<file path="config.mk">
export PLATFORM = sky130hd
export DESIGN_NAME = hilo_muldiv_flat
export DESIGN_NICKNAME = d
export VERILOG_FILES = /design/src/rtl/mips_pkg.sv /design/src/rtl/hilo_muldiv_if.sv /design/src/rtl/muldiv_signfix.sv /design/src/rtl/hilo_muldiv.sv /design/src/flat_wrapper.sv
export SDC_FILE = /design/constraint.sdc
export NUM_CORES = 1
export LEC_CHECK = 0
export ABC_AREA = 0
export CORE_ASPECT_RATIO = 1.1
export CORE_UTILIZATION = 55
export CTS_CLUSTER_SIZE = 24
export DETAILED_ROUTE_END_ITERATION = 6
export HOLD_SLACK_MARGIN = 0.15
export PLACE_DENSITY = 0.88
export SETUP_SLACK_MARGIN = 0.4
export SLEW_MARGIN = 5
export SYNTH_ARGS = -nofsm -noshare
export SYNTH_HDL_FRONTEND = slang
export SYNTH_SLANG_ARGS = --single-unit
</file>
<file path="constraint.sdc">
create_clock -name clk -period 4.35 [get_ports clk]
set_input_delay 0.435 -clock clk [delete_from_list [all_inputs] [get_ports clk]]
set_output_delay 0.435 -clock clk [all_outputs]
set_load 0.005 [all_outputs]
</file>
<file path="src/rtl/mips_pkg.sv">
// mips_pkg: shared encodings and constants for the HI/LO multiply/divide unit
package mips_pkg;
   localparam logic [2:0] MD_MULT  = 3'd0;
   localparam logic [2:0] MD_MULTU = 3'd1;
   localparam logic [2:0] MD_DIV   = 3'd2;
   localparam logic [2:0] MD_DIVU  = 3'd3;
   localparam logic [2:0] MD_MTHI  = 3'd4;
   localparam logic [2:0] MD_MTLO  = 3'd5;
   localparam int MD_STEPS = 32;
   typedef enum logic [1:0] {MD_IDLE, MD_CALC, MD_FIX} md_state_t;
endpackage

</file>
<file path="src/rtl/hilo_muldiv_if.sv">
// hilo_muldiv_if: issue/result bundle between decode and the multiply/divide unit
interface hilo_muldiv_if;
   logic        start;
   logic [2:0]  op;
   logic [31:0] x;
   logic [31:0] y;
   logic        busy;
   logic        done;
   logic [31:0] hi;
   logic [31:0] lo;
   modport master (output start, op, x, y, input busy, done, hi, lo);
   modport slave (input start, op, x, y, output busy, done, hi, lo);
endinterface

</file>
<file path="src/rtl/muldiv_signfix.sv">
// muldiv_signfix: conditional two's-complement of a 64-bit value or of its two 32-bit halves
module muldiv_signfix (
   input  logic [63:0] v,
   input  logic        wide,
   input  logic        neg_hi,
   input  logic        neg_lo,
   output logic [63:0] r
);
   always_comb
      r = wide ? (neg_hi ? -v : v)
               : {neg_hi ? -v[63:32] : v[63:32], neg_lo ? -v[31:0] : v[31:0]};
endmodule

</file>
<file path="src/rtl/hilo_muldiv.sv">
// hilo_muldiv: iterative 32-step multiply/divide owning the MIPS HI/LO registers
module hilo_muldiv
   import mips_pkg::*;
(
   input logic          clk,
   input logic          rst,
   hilo_muldiv_if.slave bus
);
   md_state_t   state, state_n;
   logic [4:0]  cnt;
   logic [63:0] acc, step, res, mag;
   logic [31:0] opd, dif;
   logic [32:0] sum, r_sh;
   logic        is_div, neg_hi, neg_lo, sgn, sx, sy, ge;
   always_comb begin
      sgn = bus.op == MD_MULT || bus.op == MD_DIV;
      sx = sgn & bus.x[31];
      sy = sgn & bus.y[31];
      sum = {1'b0, acc[63:32]} + {1'b0, acc[0] ? opd : 32'd0};
      r_sh = {acc[63:32], acc[31]};
      dif = r_sh[31:0] - opd;
      ge = r_sh >= {1'b0, opd};
      step = is_div ? {ge ? dif : r_sh[31:0], acc[30:0], ge} : {sum, acc[31:1]};
   end
   muldiv_signfix u_opd (.v({bus.x, bus.y}), .wide(1'b0), .neg_hi(sx), .neg_lo(sy), .r(mag));
   muldiv_signfix u_res (.v(acc), .wide(!is_div), .neg_hi(neg_hi), .neg_lo(neg_lo), .r(res));
   always_comb
      state_n = state == MD_IDLE ? (bus.start && bus.op <= MD_DIVU ? MD_CALC : MD_IDLE)
              : state == MD_CALC ? (cnt == 5'(MD_STEPS - 1) ? MD_FIX : MD_CALC)
              : MD_IDLE;
   always_ff @(posedge clk)
      state <= rst ? MD_IDLE : state_n;
   assign bus.busy = state != MD_IDLE;
   // divide by zero leaves remainder = |x| and quotient = all ones, so only the quotient sign fix is masked
   always_ff @(posedge clk) begin
      if (rst) begin
         cnt <= '0;
         acc <= '0;
         opd <= '0;
         is_div <= 1'b0;
         neg_hi <= 1'b0;
         neg_lo <= 1'b0;
         bus.done <= 1'b0;
         bus.hi <= '0;
         bus.lo <= '0;
      end else begin
         bus.done <= state == MD_FIX;
         if (state == MD_IDLE && bus.start) begin
            if (bus.op == MD_MTHI) bus.hi <= bus.x;
            if (bus.op == MD_MTLO) bus.lo <= bus.x;
            if (bus.op <= MD_DIVU) begin
               is_div <= bus.op[1];
               cnt <= '0;
               opd <= bus.op[1] ? mag[31:0] : mag[63:32];
               acc <= {32'd0, bus.op[1] ? mag[63:32] : mag[31:0]};
               neg_hi <= bus.op[1] ? sx : sx ^ sy;
               neg_lo <= (sx ^ sy) && bus.y != 32'd0;
            end
         end
         if (state == MD_CALC) begin
            acc <= step;
            cnt <= cnt + 5'd1;
         end
         if (state == MD_FIX) begin
            bus.hi <= res[63:32];
            bus.lo <= res[31:0];
         end
      end
   end
endmodule

</file>
<file path="src/flat_wrapper.sv">
// flat-port wrapper written by rule: the top's interface ports become plain ports
module hilo_muldiv_flat import mips_pkg::*;
  (clk, rst, bus_start, bus_op, bus_x, bus_y, bus_busy, bus_done, bus_hi, bus_lo);
  hilo_muldiv_if bus_i ();
  input logic clk;
  input logic rst;
  input wire logic [$bits(bus_i.start)-1:0] bus_start;
  input wire logic [$bits(bus_i.op)-1:0] bus_op;
  input wire logic [$bits(bus_i.x)-1:0] bus_x;
  input wire logic [$bits(bus_i.y)-1:0] bus_y;
  output wire logic [$bits(bus_i.busy)-1:0] bus_busy;
  output wire logic [$bits(bus_i.done)-1:0] bus_done;
  output wire logic [$bits(bus_i.hi)-1:0] bus_hi;
  output wire logic [$bits(bus_i.lo)-1:0] bus_lo;
  assign bus_i.start = bus_start;
  assign bus_i.op = bus_op;
  assign bus_i.x = bus_x;
  assign bus_i.y = bus_y;
  assign bus_busy = bus_i.busy;
  assign bus_done = bus_i.done;
  assign bus_hi = bus_i.hi;
  assign bus_lo = bus_i.lo;
  hilo_muldiv u_core (.clk(clk), .rst(rst), .bus(bus_i));
endmodule
</file>
==> out/results.ini, run 1 <==
[timing]
tightest_slew_ns=1.11
clock.fmax_ghz=0.261
final_max_slew_viol_count=0
fin_crit_ns=3.83
rsz0062_at_grt=no
finalSetupViolCount=0
layout_setup_ws_ns=0.518
skew_ns=0.0159
finalHoldWorstSlack_ns=0.459
setup_tns_ns=0
report.final.hold_viol_count=0
relSlewSlack_pct=25.8
fin_crit_sh_pct=88.1

[status]
status=finished, final reports clean

[global_route]
grt_use_total_pct=38.3
grt_max_degree=80
gr-total-overflow=0
antenna_found_initial=0
grt_pass1_wl_mm=78.4
grt_pass1_vias=14300

[finish]
drive_gt1_share_pct=5.19
final_area_mm2=0.0165
syn_to_final_growth_pct=16.2
fin_nets=2115

[worst_setup_path]
critPathArrivalTime_ns=4.15
crit_path_max_fanout=8
path_class=flop to flop
crit_path_max_incr_delay_ns=0.62
crit_chain=or4_4, or4_1, or4_1, nor4_4, a21oi_1, o21ai_1, o21ai_0, xor2_1, a21oi_1, nor2_1
worstSetupEndpointType=flop
cp_data_required_time_ns=4.66
crit_family=simple AND/OR/NAND/NOR gates
worst-path-buf-inv=0
worstSetupStartpointType=flop
slowest_stage=or4_1

[drt]
drtIter0Drc=1841
num_vias=15400
antenna_left=0
viasPerCell=6.60
wirelength_mm=51.5
first_pass_iters=6
avgRoutedWirePerCell_um=22.1
remaining_drc_errors=0

[clocking]
clk_pin_slew_ns=0.07
cts.sinks=171
cts.path.max_buffers=2
insertion_delay_ns=0.45
cts-hold-fix-buffers=0
htree_num_levels=4
cts_buffers=17
root_buffer=clkbuf_16
cts_tree=built

[synth]
synth_cells=1897
synth-edff-count=0
ys_dominant_reg_cell=dfxtp_1
syn_nets=2039
synth_area_mm2=0.0142
synth_area_per_cell_um2=7.49
yosysUniqueCellTypes=66
ys_ff_latch=171
synth_area_leaders=dfxtp_1 (24%), mux2i_1 (7.6%), a21oi_1 (6.2%), ha_1 (6.2%), nor2_1 (5.8%)
async_flop_share_pct=0
yosysTopAreaCell=dfxtp_1
synth_warnings=0
synth_top_cell_area_share_pct=24.1
synth_seq_area_share_pct=24.1

[die]
die_area_mm2=0.0265
die_y_um=171
rows=61
initial_core_util_pct=56.1
die_x_um=155
fp.coreArea_mm2=0.0253
ios=136

[pwr]
peakVddDrop_v=0.000239
power_mw=4.58
p_leak_nw=6.68
power_density_mw_per_mm2=278

[run]
cap_violations=0

[placement]
routabilityCongestion=1.06
dp_hpwl_mm=38.4
dpl_cell_area_mm2=0.0158
dp_slack_ns=0.447
io_buffers=135

[min_path]
hold_class=flop to flop

[per-layer routing]
layer / vias up / share of wire [%] / global-route usage [%]
met3: 224 / 11 / 7.95
met2: 1032 / 45 / 62.7
met4: 0 / 6.5 / 24.6
li1: 7020 / - / -
met5: - / 0 / 0
met1: 7124 / 37 / 45.7
[metrics by stage]
stage / instances / util, %
after detailed placement: 2294 / 62.5
after global placement: 2294 / 62.5
after global routing: 2331 / 65.1
after CTS: 2325 / 64.8
final: 2332 / 65.1
after floorplan: 1897 / -
[cells by family (layout without fill, tap and decap cells)]
logic type	count (synthesis)	after routing	synth area share, %
AOI/OAI and AO/OA	599	599	27.2
muxes	111	111	7.85
other	0	1	0
adders and majority gates	72	72	6.45
DFF	171	171	24.1
buffers and inverters	184	272	4.93
xor gates and xnor gates	172	172	10.6
and+or+nand+nor	588	588	18.8
[cells in the mapped netlist (8+ instances only)]
cell,n
inv_1,63
mux2i_1,108
buf_1,14
a21o_1,34
a21oi_1,176
or3_1,16
a31oi_1,10
o211ai_1,43
nand3_1,19
a211oi_1,100
a22oi_1,14
nand2_1,189
nor3_1,24
dfxtp_1,171
nor4_1,12
ha_1,70
clkbuf_1,103
and2_1,10
o21ai_0,104
o21a_1,8
and3_1,14
nor2_1,218
o31ai_1,20
nand2b_1,23
nor2b_1,19
or4_1,14
xnor2_1,92
o22ai_1,16
o221ai_1,14
xor2_1,80
nand4_1,11
a311oi_1,14
[cell type report]
type / count / area [µm²]
Clock inverter: 13 / 159
Inverter: 64 / 244
Clock buffer: 18 / 429
Fill cell: 2172 / 8840
Sequential cell: 171 / 3420
Multi-Input combinational cell: 1542 / 10100
Tap cell: 346 / 433
Timing Repair Buffer: 177 / 1670
Antenna cell: 1 / 2.50
[worst paths after layout]
path                               startpoint                 to  slack (ns)  depth (start not counted)
worst max-delay path            u_core.acc[8]  u_core.bus.hi[26]        0.52                         10
worst max register to register  u_core.acc[8]  u_core.bus.hi[26]        0.52                         10
worst min-delay path            u_core.opd[6]      u_core.opd[6]        0.46                          2
worst min register to register  u_core.opd[6]      u_core.opd[6]        0.46                          2
[timing repair]
action / CTS / global route
buffers inserted: 0 / 6
setup endpoints to repair: 0 / 15
gates resized for setup: 0 / 4
[state kept, by name (all words and copies together), names as in the netlist]
register         count
u_core.state         2
u_core.neg_hi        1
u_core.neg_lo        1
u_core.bus.hi       32
u_core.acc          64
u_core.cnt           5
u_core.is_div        1
u_core.opd          32
u_core.bus.lo       32
u_core.bus.done      1
[where the power goes]
part	internal, mW	switching, mW
combinational	0.502	0.777
sequential	1.63	0.0838
clock	0.861	0.729
[tightest hold or removal path, delay by kind of cell, from the launching register on]
kind / cells / cell delay [ns]
flops: 1 / 0.31
simple gates: 1 / 0.05
compound gates: 1 / 0.05
[placed cells by master (no fill, tap or decap), drive strengths merged, types with 17 or more instances in the layout]
cell type / instances
clkdlybuf4s50: 133
nor3: 24
o211ai: 43
inv: 68
dfxtp: 171
a211oi: 100
clkbuf: 18
nand3: 19
xnor2: 92
o31ai: 23
nor2b: 19
ha: 70
nand2: 189
or3: 17
mux2i: 108
nor2: 218
o21ai: 106
a21o: 34
xor2: 80
a21oi: 176
buf: 44
nand2b: 23
No activity file was read; power rests on OpenSTA's default activity.
==> run 2, diff against run 1 <==
GPL_ROUTABILITY_DRIVEN = 1   (was not set)
==> results of run 2 <==
No change in the layout: final DEF, timing and power equal those of run 1.
